$ cat config.mk
export PLATFORM = sky130hd
export DESIGN_NAME = cpu7_excp_ctl
export DESIGN_NICKNAME = d
export VERILOG_FILES = /design/src/rtl/cpu7_excp_ctl_pkg.sv /design/src/rtl/cpu7_excp_csr_mux.sv /design/src/rtl/cpu7_excp_ctl.sv
export SDC_FILE = /design/constraint.sdc
export NUM_CORES = 1
export LEC_CHECK = 0
export BUFFER_PORTS_ARGS = -buffer_cell sky130_fd_sc_hd__buf_2
export CORE_AREA = 2 2 87 89
export CTS_CLUSTER_DIAMETER = 60
export DETAILED_ROUTE_END_ITERATION = 7
export DIE_AREA = 0 0 89 91
export PLACE_DENSITY = 0.74
export SYNTH_ARGS = -nofsm -noshare
export SYNTH_HDL_FRONTEND = slang
export SYNTH_SLANG_ARGS = --single-unit
$ cat constraint.sdc
create_clock -name clk -period 2.6 [get_ports clk]
set_input_delay 0.78 -clock clk [delete_from_list [all_inputs] [get_ports clk]]
set_output_delay 0.78 -clock clk [all_outputs]
set_load 0.02 [all_outputs]
$ cat src/rtl/cpu7_excp_ctl_pkg.sv
// cpu7_excp_ctl_pkg: CSR addresses and sequencer state encodings shared by the
// exception/return sequencer and its CSR port multiplexer.
package cpu7_excp_ctl_pkg;

    // CSR addresses used by the sequencer (LoongArch numbering)
    localparam logic [13:0] LSOC1K_CSR_CRMD  = 14'h000;
    localparam logic [13:0] LSOC1K_CSR_PRMD  = 14'h001;
    localparam logic [13:0] LSOC1K_CSR_EPC   = 14'h006;
    localparam logic [13:0] LSOC1K_CSR_EBASE = 14'h00c;

    // Width of the PIE/PPLV field carried from PRMD back into CRMD
    localparam int PRMD_FIELD_W = 3;

    typedef enum logic [2:0] {
        EXCP_ST_IDLE      = 3'd0,
        EXCP_ST_EXC_ERA   = 3'd1,
        EXCP_ST_EXC_ENTRY = 3'd2,
        EXCP_ST_RET_PRMD  = 3'd3,
        EXCP_ST_RET_CRMD  = 3'd4,
        EXCP_ST_RET_ERA   = 3'd5
    } excp_state_e;

endpackage

$ cat src/rtl/cpu7_excp_csr_mux.sv
// cpu7_excp_csr_mux: selects who owns the CSR port -- the pipeline while the
// sequencer is idle, the sequencer otherwise. Pipeline writes are never
// forwarded while the sequencer owns the port.
module cpu7_excp_csr_mux #(
    parameter int GRLEN   = 32,
    parameter int CSR_BIT = 14
) (
    input  logic               sel_pipe,
    input  logic [CSR_BIT-1:0] pipe_raddr,
    input  logic [CSR_BIT-1:0] pipe_waddr,
    input  logic [GRLEN-1:0]   pipe_wdata,
    input  logic               pipe_wen,
    input  logic [CSR_BIT-1:0] seq_raddr,
    input  logic [CSR_BIT-1:0] seq_waddr,
    input  logic [GRLEN-1:0]   seq_wdata,
    input  logic               seq_wen,
    output logic [CSR_BIT-1:0] csr_raddr,
    output logic [CSR_BIT-1:0] csr_waddr,
    output logic [GRLEN-1:0]   csr_wdata,
    output logic               csr_wen
);

    // Two-way select of the complete CSR port
    always_comb begin
        csr_raddr = seq_raddr;
        csr_waddr = seq_waddr;
        csr_wdata = seq_wdata;
        csr_wen   = seq_wen;
        if (sel_pipe) begin
            csr_raddr = pipe_raddr;
            csr_waddr = pipe_waddr;
            csr_wdata = pipe_wdata;
            csr_wen   = pipe_wen;
        end
    end

endmodule

$ cat src/rtl/cpu7_excp_ctl.sv
// cpu7_excp_ctl: exception / ertn sequencer. Saves ERA and fetches EENTRY on
// an exception, restores CRMD from PRMD and fetches ERA on ertn, then issues a
// single fetch redirect. While idle the pipeline's CSR accesses pass through.
module cpu7_excp_ctl
    import cpu7_excp_ctl_pkg::*;
#(
    parameter int GRLEN   = 32,
    parameter int CSR_BIT = 14
) (
    input  logic               clk,
    input  logic               reset,
    input  logic               ex_excp_req,
    input  logic [GRLEN-1:0]   ex_excp_pc,
    input  logic               ex_ertn_req,
    input  logic [CSR_BIT-1:0] pipe_csr_raddr,
    input  logic [CSR_BIT-1:0] pipe_csr_waddr,
    input  logic [GRLEN-1:0]   pipe_csr_wdata,
    input  logic               pipe_csr_wen,
    output logic [CSR_BIT-1:0] csr_raddr,
    input  logic [GRLEN-1:0]   csr_rdata,
    output logic [CSR_BIT-1:0] csr_waddr,
    output logic [GRLEN-1:0]   csr_wdata,
    output logic               csr_wen,
    output logic               csr_excp,
    output logic               excp_flush,
    output logic               excp_busy,
    output logic               redirect_valid,
    output logic [GRLEN-1:0]   redirect_pc
);

    excp_state_e             state_q, state_d;
    logic [GRLEN-1:0]        pc_q, pc_d;
    logic [PRMD_FIELD_W-1:0] prmd_q, prmd_d;

    logic [CSR_BIT-1:0] seq_raddr;
    logic [CSR_BIT-1:0] seq_waddr;
    logic [GRLEN-1:0]   seq_wdata;
    logic               seq_wen;
    logic               sel_pipe;

    // State, faulting PC and PIE/PPLV latches; async reset to idle
    always_ff @(posedge clk or posedge reset) begin
        if (reset) begin
            state_q <= EXCP_ST_IDLE;
            pc_q    <= '0;
            prmd_q  <= '0;
        end else begin
            state_q <= state_d;
            pc_q    <= pc_d;
            prmd_q  <= prmd_d;
        end
    end

    // Next-state logic and sequencer drive of the CSR port and redirect
    always_comb begin
        state_d        = state_q;
        pc_d           = pc_q;
        prmd_d         = prmd_q;
        seq_raddr      = '0;
        seq_waddr      = '0;
        seq_wdata      = '0;
        seq_wen        = 1'b0;
        csr_excp       = 1'b0;
        excp_flush     = 1'b0;
        redirect_valid = 1'b0;
        redirect_pc    = '0;
        unique case (state_q)
            EXCP_ST_IDLE: begin
                // Exception has priority; a simultaneous ertn is dropped
                if (!reset && ex_excp_req) begin
                    pc_d       = ex_excp_pc;
                    excp_flush = 1'b1;
                    state_d    = EXCP_ST_EXC_ERA;
                end else if (!reset && ex_ertn_req) begin
                    excp_flush = 1'b1;
                    state_d    = EXCP_ST_RET_PRMD;
                end
            end
            EXCP_ST_EXC_ERA: begin
                seq_waddr = CSR_BIT'(LSOC1K_CSR_EPC);
                seq_wdata = pc_q;
                seq_wen   = 1'b1;
                csr_excp  = 1'b1;
                state_d   = EXCP_ST_EXC_ENTRY;
            end
            EXCP_ST_EXC_ENTRY: begin
                seq_raddr      = CSR_BIT'(LSOC1K_CSR_EBASE);
                redirect_valid = 1'b1;
                redirect_pc    = csr_rdata;
                state_d        = EXCP_ST_IDLE;
            end
            EXCP_ST_RET_PRMD: begin
                seq_raddr = CSR_BIT'(LSOC1K_CSR_PRMD);
                prmd_d    = csr_rdata[PRMD_FIELD_W-1:0];
                state_d   = EXCP_ST_RET_CRMD;
            end
            EXCP_ST_RET_CRMD: begin
                seq_waddr = CSR_BIT'(LSOC1K_CSR_CRMD);
                seq_wdata = {{(GRLEN-PRMD_FIELD_W){1'b0}}, prmd_q};
                seq_wen   = 1'b1;
                state_d   = EXCP_ST_RET_ERA;
            end
            EXCP_ST_RET_ERA: begin
                seq_raddr      = CSR_BIT'(LSOC1K_CSR_EPC);
                redirect_valid = 1'b1;
                redirect_pc    = csr_rdata;
                state_d        = EXCP_ST_IDLE;
            end
            default: begin
                state_d = EXCP_ST_IDLE;
            end
        endcase
    end

    assign sel_pipe  = (state_q == EXCP_ST_IDLE);
    assign excp_busy = !sel_pipe;

    cpu7_excp_csr_mux #(
        .GRLEN   (GRLEN),
        .CSR_BIT (CSR_BIT)
    ) u_csr_mux (
        .sel_pipe   (sel_pipe),
        .pipe_raddr (pipe_csr_raddr),
        .pipe_waddr (pipe_csr_waddr),
        .pipe_wdata (pipe_csr_wdata),
        .pipe_wen   (pipe_csr_wen),
        .seq_raddr  (seq_raddr),
        .seq_waddr  (seq_waddr),
        .seq_wdata  (seq_wdata),
        .seq_wen    (seq_wen),
        .csr_raddr  (csr_raddr),
        .csr_waddr  (csr_waddr),
        .csr_wdata  (csr_wdata),
        .csr_wen    (csr_wen)
    );

endmodule

==> results of run 1 <==
[Yosys cell counts]
| library cell | number | area share (%) |
|---|---|---|
| nor2_1 | 8 | 1.3 |
| mux2i_1 | 4 | 1.7 |
| nor3_1 | 3 | 0.64 |
| and2_1 | 54 | 14 |
| o22a_1 | 3 | 1.1 |
| mux2_2 | 5 | 2.4 |
| buf_6 | 3 | 1.4 |
| nand2_1 | 7 | 1.1 |
| buf_2 | 9 | 1.9 |
| nand3b_1 | 1 | 0.32 |
| nand2b_1 | 2 | 0.53 |
| o21a_1 | 2 | 0.64 |
| o21ai_0 | 1 | 0.21 |
| nor3b_2 | 1 | 0.53 |
| clkbuf_1 | 5 | 0.79 |
| and3_1 | 1 | 0.27 |
| a21o_1 | 3 | 0.95 |
| nor3_2 | 1 | 0.42 |
| a22o_1 | 29 | 11 |
| a21oi_1 | 3 | 0.64 |
| mux2_1 | 20 | 9.5 |
| mux2_4 | 10 | 6.4 |
| inv_1 | 2 | 0.32 |
| a211oi_1 | 1 | 0.32 |
| buf_4 | 4 | 1.3 |
| dfrtp_1 | 38 | 40 |
[registers in the layout, summed over array words and instances, names as in the netlist]
signal and cells:
pc_q 32, state_q 3, prmd_q 3
[power groups by stage]
stage | Combinational, W | Sequential [W] | Clock, W
after global routing | 0.00365 | 0.00114 | 0.000666
final | 0.00338 | 0.00110 | 0.000613
after floorplan | 0.00240 | 0.00101 | 0
after detailed placement | 0.00328 | 0.00113 | 0
after CTS | 0.00330 | 0.00112 | 0.000638
after global placement | 0.00325 | 0.00111 | 0
[logic make-up (layout without fill, tap and decap cells)]
logic type / count (synthesis) / after routing
AOI/OAI and AO/OA: 42 / 42
buffers and inverters: 23 / 249
DFF: 38 / 38
muxes: 39 / 39
and+or+nand+nor: 78 / 78
[per-stage QoR]
stage	instances	total power [W]	area, um^2	hold WS (ns)	util (%)
floorplan	220	0.00341	2360	0.459	-
global placement	532	0.00436	3580	0.469	50.1
detailed placement	532	0.00441	3580	0.481	50.1
CTS	540	0.00506	3730	0.498	52.2
global route	545	0.00545	3790	0.511	53.1
finish	545	0.00510	3790	0.490	53.1
[timing repair]
action | CTS | global route
pin swaps | 0 | 0
endpoints found under the setup margin | 75 | 76
setup buffers | 0 | 5
hold buffers | 0 | 0
gates resized for setup | 3 | 4
[final cells by class]
cell class | instances | area, um^2 | share of cell area [%]
inverter | 2 | 7.51 | 0.198
timing repair buffer | 239 | 1270 | 33.6
clock buffer | 6 | 82.6 | 2.18
tap | 99 | 124 | 3.27
clock inverter | 2 | 60.1 | 1.59
multi-input combinational | 159 | 1290 | 34.0
sequential | 38 | 955 | 25.2
[how the worst max path moves through the flow]
stage,from,end,slack (ns),depth (start not counted)
floorplan,reset,pc_q[0]$_DFFE_PP0P_,0.02,5
detailed placement,state_q[1]$_DFFE_PP0P_,csr_wdata[7],0.25,4
finish,state_q[1]$_DFFE_PP0P_,csr_wdata[7],0.13,5
global route,state_q[2]$_DFFE_PP0P_,csr_wdata[5],0.03,5
CTS,state_q[2]$_DFFE_PP0P_,csr_wdata[7],0.06,5
global placement,state_q[1]$_DFFE_PP0P_,csr_wdata[6],0.27,4
[layout by cell type, fill, tap and decap left out, types with 4 or more instances in the layout]
| cell type | netlist | final |
|---|---|---|
| buf_2 | 9 | 225 |
| and2_1 | 54 | 54 |
| dfrtp_1 | 38 | 35 |
| a22o_1 | 29 | 29 |
| mux2_1 | 20 | 20 |
| mux2_4 | 10 | 10 |
| buf_4 | 4 | 9 |
| nor2_1 | 8 | 8 |
| nand2_1 | 7 | 7 |
| clkbuf_8 | 0 | 6 |
| mux2_2 | 5 | 5 |
| mux2i_1 | 4 | 4 |
[layer usage]
layer | global-route usage (%) | wire length (um)
met1 | 19.3 | 2840
met2 | 28.6 | 3600
met3 | 4.36 | 620
met4 | 3.98 | 81
met5 | 0 | 0
==> results_dict.tcl, run 1 <==
set metrics [dict create \
    die-area_mm2 0.00810 \
    powerDensity_mw_per_mm2 1350 \
    worstHoldStart "pc_q[18]$_DFFE_PP0P_" \
    rsz0062_at_grt "false" \
    routedWlPerCell_um 13.1 \
    finClkSkew_ns 0.00478 \
    cp_slowest_stage_delay_ns 0.47 \
    p_int_w 0.00278 \
    hp-class "reg2reg" \
    timing_worst_setup_path_type "reg2out" \
    h-tree-depth 2 \
    yosysSeqAreaShare_pct 40.3 \
    p_sw_w 0.00232 \
    yosys.area_share.simple_pct 19.4 \
    rows 31 \
    start_kind "register" \
    drt_iter0_drc 70 \
    areaGrowthSynthToFinish_pct 60.5 \
    cts_tree "built" \
    final-max-slew-violation-count 0 \
    synth_nets 349 \
    ir_drop_mv 0.780 \
    final_nets 574 \
    ys_seq_elements 38 \
    hold_violations 0 \
    whs_path_depth 1 \
    setup_viol_count_final 0 \
    ys_warn_count 0 \
    slew-limit-headroom_pct 68.4 \
    arrival_ns 1.69 \
    crit_family "buffers and inverters" \
    cp.required_ns 1.82 \
    run_status "complete, no violations" \
    drtPass1Iterations 4 \
    start_util_pct 33.1 \
    gr-total-overflow 0 \
    r2r_cells 6 \
    worst_slack_ns 0.130 \
    place_ws_ns 0.246 \
    dp.final_hpwl_um 5730 \
    tightest_slew_ns 0.475 \
    min_to "pc_q[18]$_DFFE_PP0P_" \
    r2r_setup_slack_ns 0.62 \
    insertion_delay_ns 0.28 \
    timing.final.crit_period_ns 2.47 \
    fin_tns_setup_ns 0 \
    slowest_stage "dfrtp_2" \
    clock-root-buffer "clkbuf_8" \
    clock_sinks 38 \
    synth_mux_area_share_pct 20.0 \
    clkPwrFrac_pct 12.0 \
    p_leak_nw 2.11 \
    post-route-period-util_pct 95.0 \
    end_kind "primary output" \
    antenna_found_initial 0 \
    synth-xor-area-share_pct 0 \
    path_max_fanout 32 \
    grt_pass1_vias 2328 \
    synth_cell_types 26 \
    seqPwrFrac_pct 21.6 \
    drive_above_1_share_pct 60.1 \
    syn_avg_cell_area_um2 10.7 \
    grtUsageTotal_pct 16.2 \
    pin_count 226 \
    cts_buffers 5 \
    io_buffers 225 \
    reg2reg_to "pc_q[22]$_DFFE_PP0P_" \
    grt_start_max_net_pins 39 \
    syn_inst 220 \
    netlist_area_mm2 0.00236 \
    die-width_um 89 \
    r2r_start "state_q[2]$_DFFE_PP0P_" \
    p_sw_share_pct 45.5 \
    cts.path.max_buffers 2 \
    place.gp.congestion 0.847 \
    die-height_um 91 \
    synth_compound_area_share_pct 14.6 \
    core_area_mm2 0.00714 \
    crit_buf_inv 3 \
    grt_pass1_wl_um 10500 \
    maxCapViolCount 0 \
    path_cells "buf_4, nor3b_4, buf_12, a22o_1, buf_2" \
    power_frac_comb_pct 66.4 \
    drc 0 \
    drt_wl_total_um 7140 \
    path_clk_slew_ns 0.08 \
    diodes 0 \
    vias 2488 \
    vias_per_cell 4.57 \
    yosys.area_share.adder_pct 0 \
    final.fill_count 702 \
    synth_top_family_by_area "multiplexers" \
    fmax_mhz 405 \
    ant_nets 0 \
]
Note: power is estimated with default switching activity, not from simulation.
==> run 2: changes to the inputs <==
BUFFER_PORTS_ARGS = -buffer_cell sky130_fd_sc_hd__buf_4   (was -buffer_cell sky130_fd_sc_hd__buf_2)
CORE_AREA = not set   (was 2 2 87 89)
CORE_ASPECT_RATIO = 0.7   (was not set)
CORE_UTILIZATION = 35   (was not set)
DIE_AREA = not set   (was 0 0 89 91)
PLACE_DENSITY = 0.78   (was 0.74)
==> run 2 against run 1 <==
Die area shrank 13%. Register-to-register slack improved by 0.18 ns. Total power up 7.2%. Combinational power increased by 13%. Sequential share of layout area decreased by 2.8 points. Non-clock buffer count down 3. Worst hold slack better by 0.0019 ns. Worst setup slack lost 0.029 ns. Routed wire length up 7.1%. Clock-buffer cell count stayed put. Via count fell by 2.2%. Critical path depth stayed put. Critical endpoint is now redirect_pc[24].
==> results_dict.tcl, run 2 (synthesis results as in run 1) <==
set metrics [dict create \
    ir_drop_mv 0.808 \
    fin_tns_setup_ns 0 \
    p_leak_nw 2.22 \
    finClkSkew_ns 0.00452 \
    clock-root-buffer "clkbuf_8" \
    final_cells 533 \
    final_cell_mix "buf_4, and2_1, dfrtp_1" \
    startpoint "state_q[2]$_DFFE_PP0P_" \
    maxCapViolCount 0 \
    power_w 0.00546 \
    insertion_delay_ns 0.28 \
    vias 2433 \
    clock_sinks 38 \
    largest_reg_flops 32 \
    hold_violations 0 \
    drt_wl_total_um 7640 \
    pin_count 226 \
    areaGrowthSynthToFinish_pct 80.8 \
    core_area_mm2 0.00637 \
    h-tree-depth 2 \
    timing.final.crit_period_ns 2.50 \
    cp.required_ns 1.82 \
    worst_slack_ns 0.101 \
    reg_top3 "pc_q: 32 flops, prmd_q: 3 flops, state_q: 3 flops" \
    final_common_cell "buf_4" \
    start_util_pct 37.1 \
    met2_length_um 3880 \
    hp-class "reg2reg" \
    dp.final_hpwl_um 6200 \
    die-height_um 70.7 \
    rows 24 \
    slew-limit-headroom_pct 67.8 \
    vias_per_cell 4.56 \
    diodes 0 \
    setup_viol_count_final 0 \
    drc 0 \
    run_status "complete, no violations" \
    gr-total-overflow 0 \
    die-width_um 100 \
    path_clk_slew_ns 0.07 \
    rsz0062_at_grt "false" \
    wl_met1_um 3160 \
    arrival_ns 1.72 \
    tightest_slew_ns 0.483 \
    end_kind "primary output" \
    dp_cells 526 \
    reg2reg_to "pc_q[11]$_DFFE_PP0P_" \
    top_register "pc_q" \
    r2r_start "state_q[1]$_DFFE_PP0P_" \
    top_layer "met4" \
    post-cts-setup-buffer-count 0 \
    final-max-slew-violation-count 0 \
    ant_nets 0 \
    routedWlPerCell_um 14.3 \
    grt_pass1_vias 2464 \
    final_nets 571 \
    drive_above_1_share_pct 59.7 \
    place.gp.congestion 0.780 \
    cts_tree "built" \
    crit_end "redirect_pc[24]" \
    cts_buffers 5 \
    io_buffers 225 \
    powerDensity_mw_per_mm2 1280 \
    die-area_mm2 0.00708 \
    post-route-period-util_pct 96.1 \
    drt_iter0_drc 60 \
    start_kind "register" \
    r2r_cells 4 \
    path_max_fanout 34 \
    grt_pass1_wl_um 11600 \
    grt_start_max_net_pins 39 \
    r2r_setup_slack_ns 0.80 \
    cts.path.max_buffers 2 \
    grtUsageTotal_pct 21.0 \
    place_ws_ns 0.273 \
    fmax_mhz 400 \
    cts_hold_buf 0 \
    drtPass1Iterations 4 \
    routed-wl-met3_um 569 \
    antenna_found_initial 0 \
    timing_worst_setup_path_type "reg2out" \
]
## run 2: cell count changes in the layout (fill, tap and decap cells not counted)
cell       delta
clkinv_1      -1
buf_2       -225
buf_8         -1
bufinv_16     -1
inv_1         +1
buf_4       +224
buf_12        -1
## run 2: timing repair
| item | 4_1_cts | 5_1_grt |
|---|---|---|
| endpoints found under the setup margin | 55 | 72 |
| resized for setup | 2 | 3 |
| pin swaps | 0 | 1 |
## run 2: layout make-up
| type | instances | area, um^2 |
|---|---|---|
| multi-input combinational | 159 | 1290 |
| tap | 91 | 114 |
| timing repair buffer | 236 | 1790 |
| clock buffer | 6 | 82.6 |
| sequential | 38 | 955 |
| clock inverter | 1 | 30.0 |
| inverter | 2 | 7.51 |
| fill | 517 | 2100 |
## run 2: report_power, final
part	total (W)	switching [W]	internal [W]
registers	0.00114	0.000246	0.000896
clock network	0.000503	0.000196	0.000307
logic	0.00382	0.00195	0.00187
total	0.00546	0.00239	0.00307
## run 2: per-stage QoR
| stage | util, % | hold slack, ns | instance area (um^2) |
|---|---|---|---|
| 2_1_floorplan | - | 0.459 | 2360 |
| 3_3_place_gp | 65.1 | 0.475 | 4150 |
| 3_5_place_dp | 65.1 | 0.480 | 4150 |
| 4_1_cts | 67.0 | 0.496 | 4260 |
| 5_1_grt | 67.1 | 0.510 | 4270 |
| 6_report | 67.1 | 0.492 | 4270 |
## run 2: worst min-delay path by stage
stage	start	endpoint	slack [ns]	depth (start not counted)
finish	pc_q[8]$_DFFE_PP0P_	pc_q[8]$_DFFE_PP0P_	0.49	1
detailed placement	pc_q[8]$_DFFE_PP0P_	pc_q[8]$_DFFE_PP0P_	0.48	1
global placement	pc_q[19]$_DFFE_PP0P_	pc_q[19]$_DFFE_PP0P_	0.48	1
floorplan	pc_q[10]$_DFFE_PP0P_	pc_q[10]$_DFFE_PP0P_	0.46	1
CTS	pc_q[8]$_DFFE_PP0P_	pc_q[8]$_DFFE_PP0P_	0.50	1
global route	pc_q[21]$_DFFE_PP0P_	pc_q[21]$_DFFE_PP0P_	0.51	1
## run 2: critical path: stages (launching register included)
cell and delay, ns:
dfrtp_2 0.51, nand2b_1 0.19, mux2i_1 0.19, buf_6 0.23, and2_1 0.17, buf_4 0.14
## run 2: layer usage
| metal | vias up | track usage (%) |
|---|---|---|
| met5 | - | 0 |
| met4 | 0 | 3.86 |
| met3 | 4 | 6.23 |
| met2 | 105 | 37.5 |
| met1 | 1121 | 25.3 |
| li1 | 1203 | - |
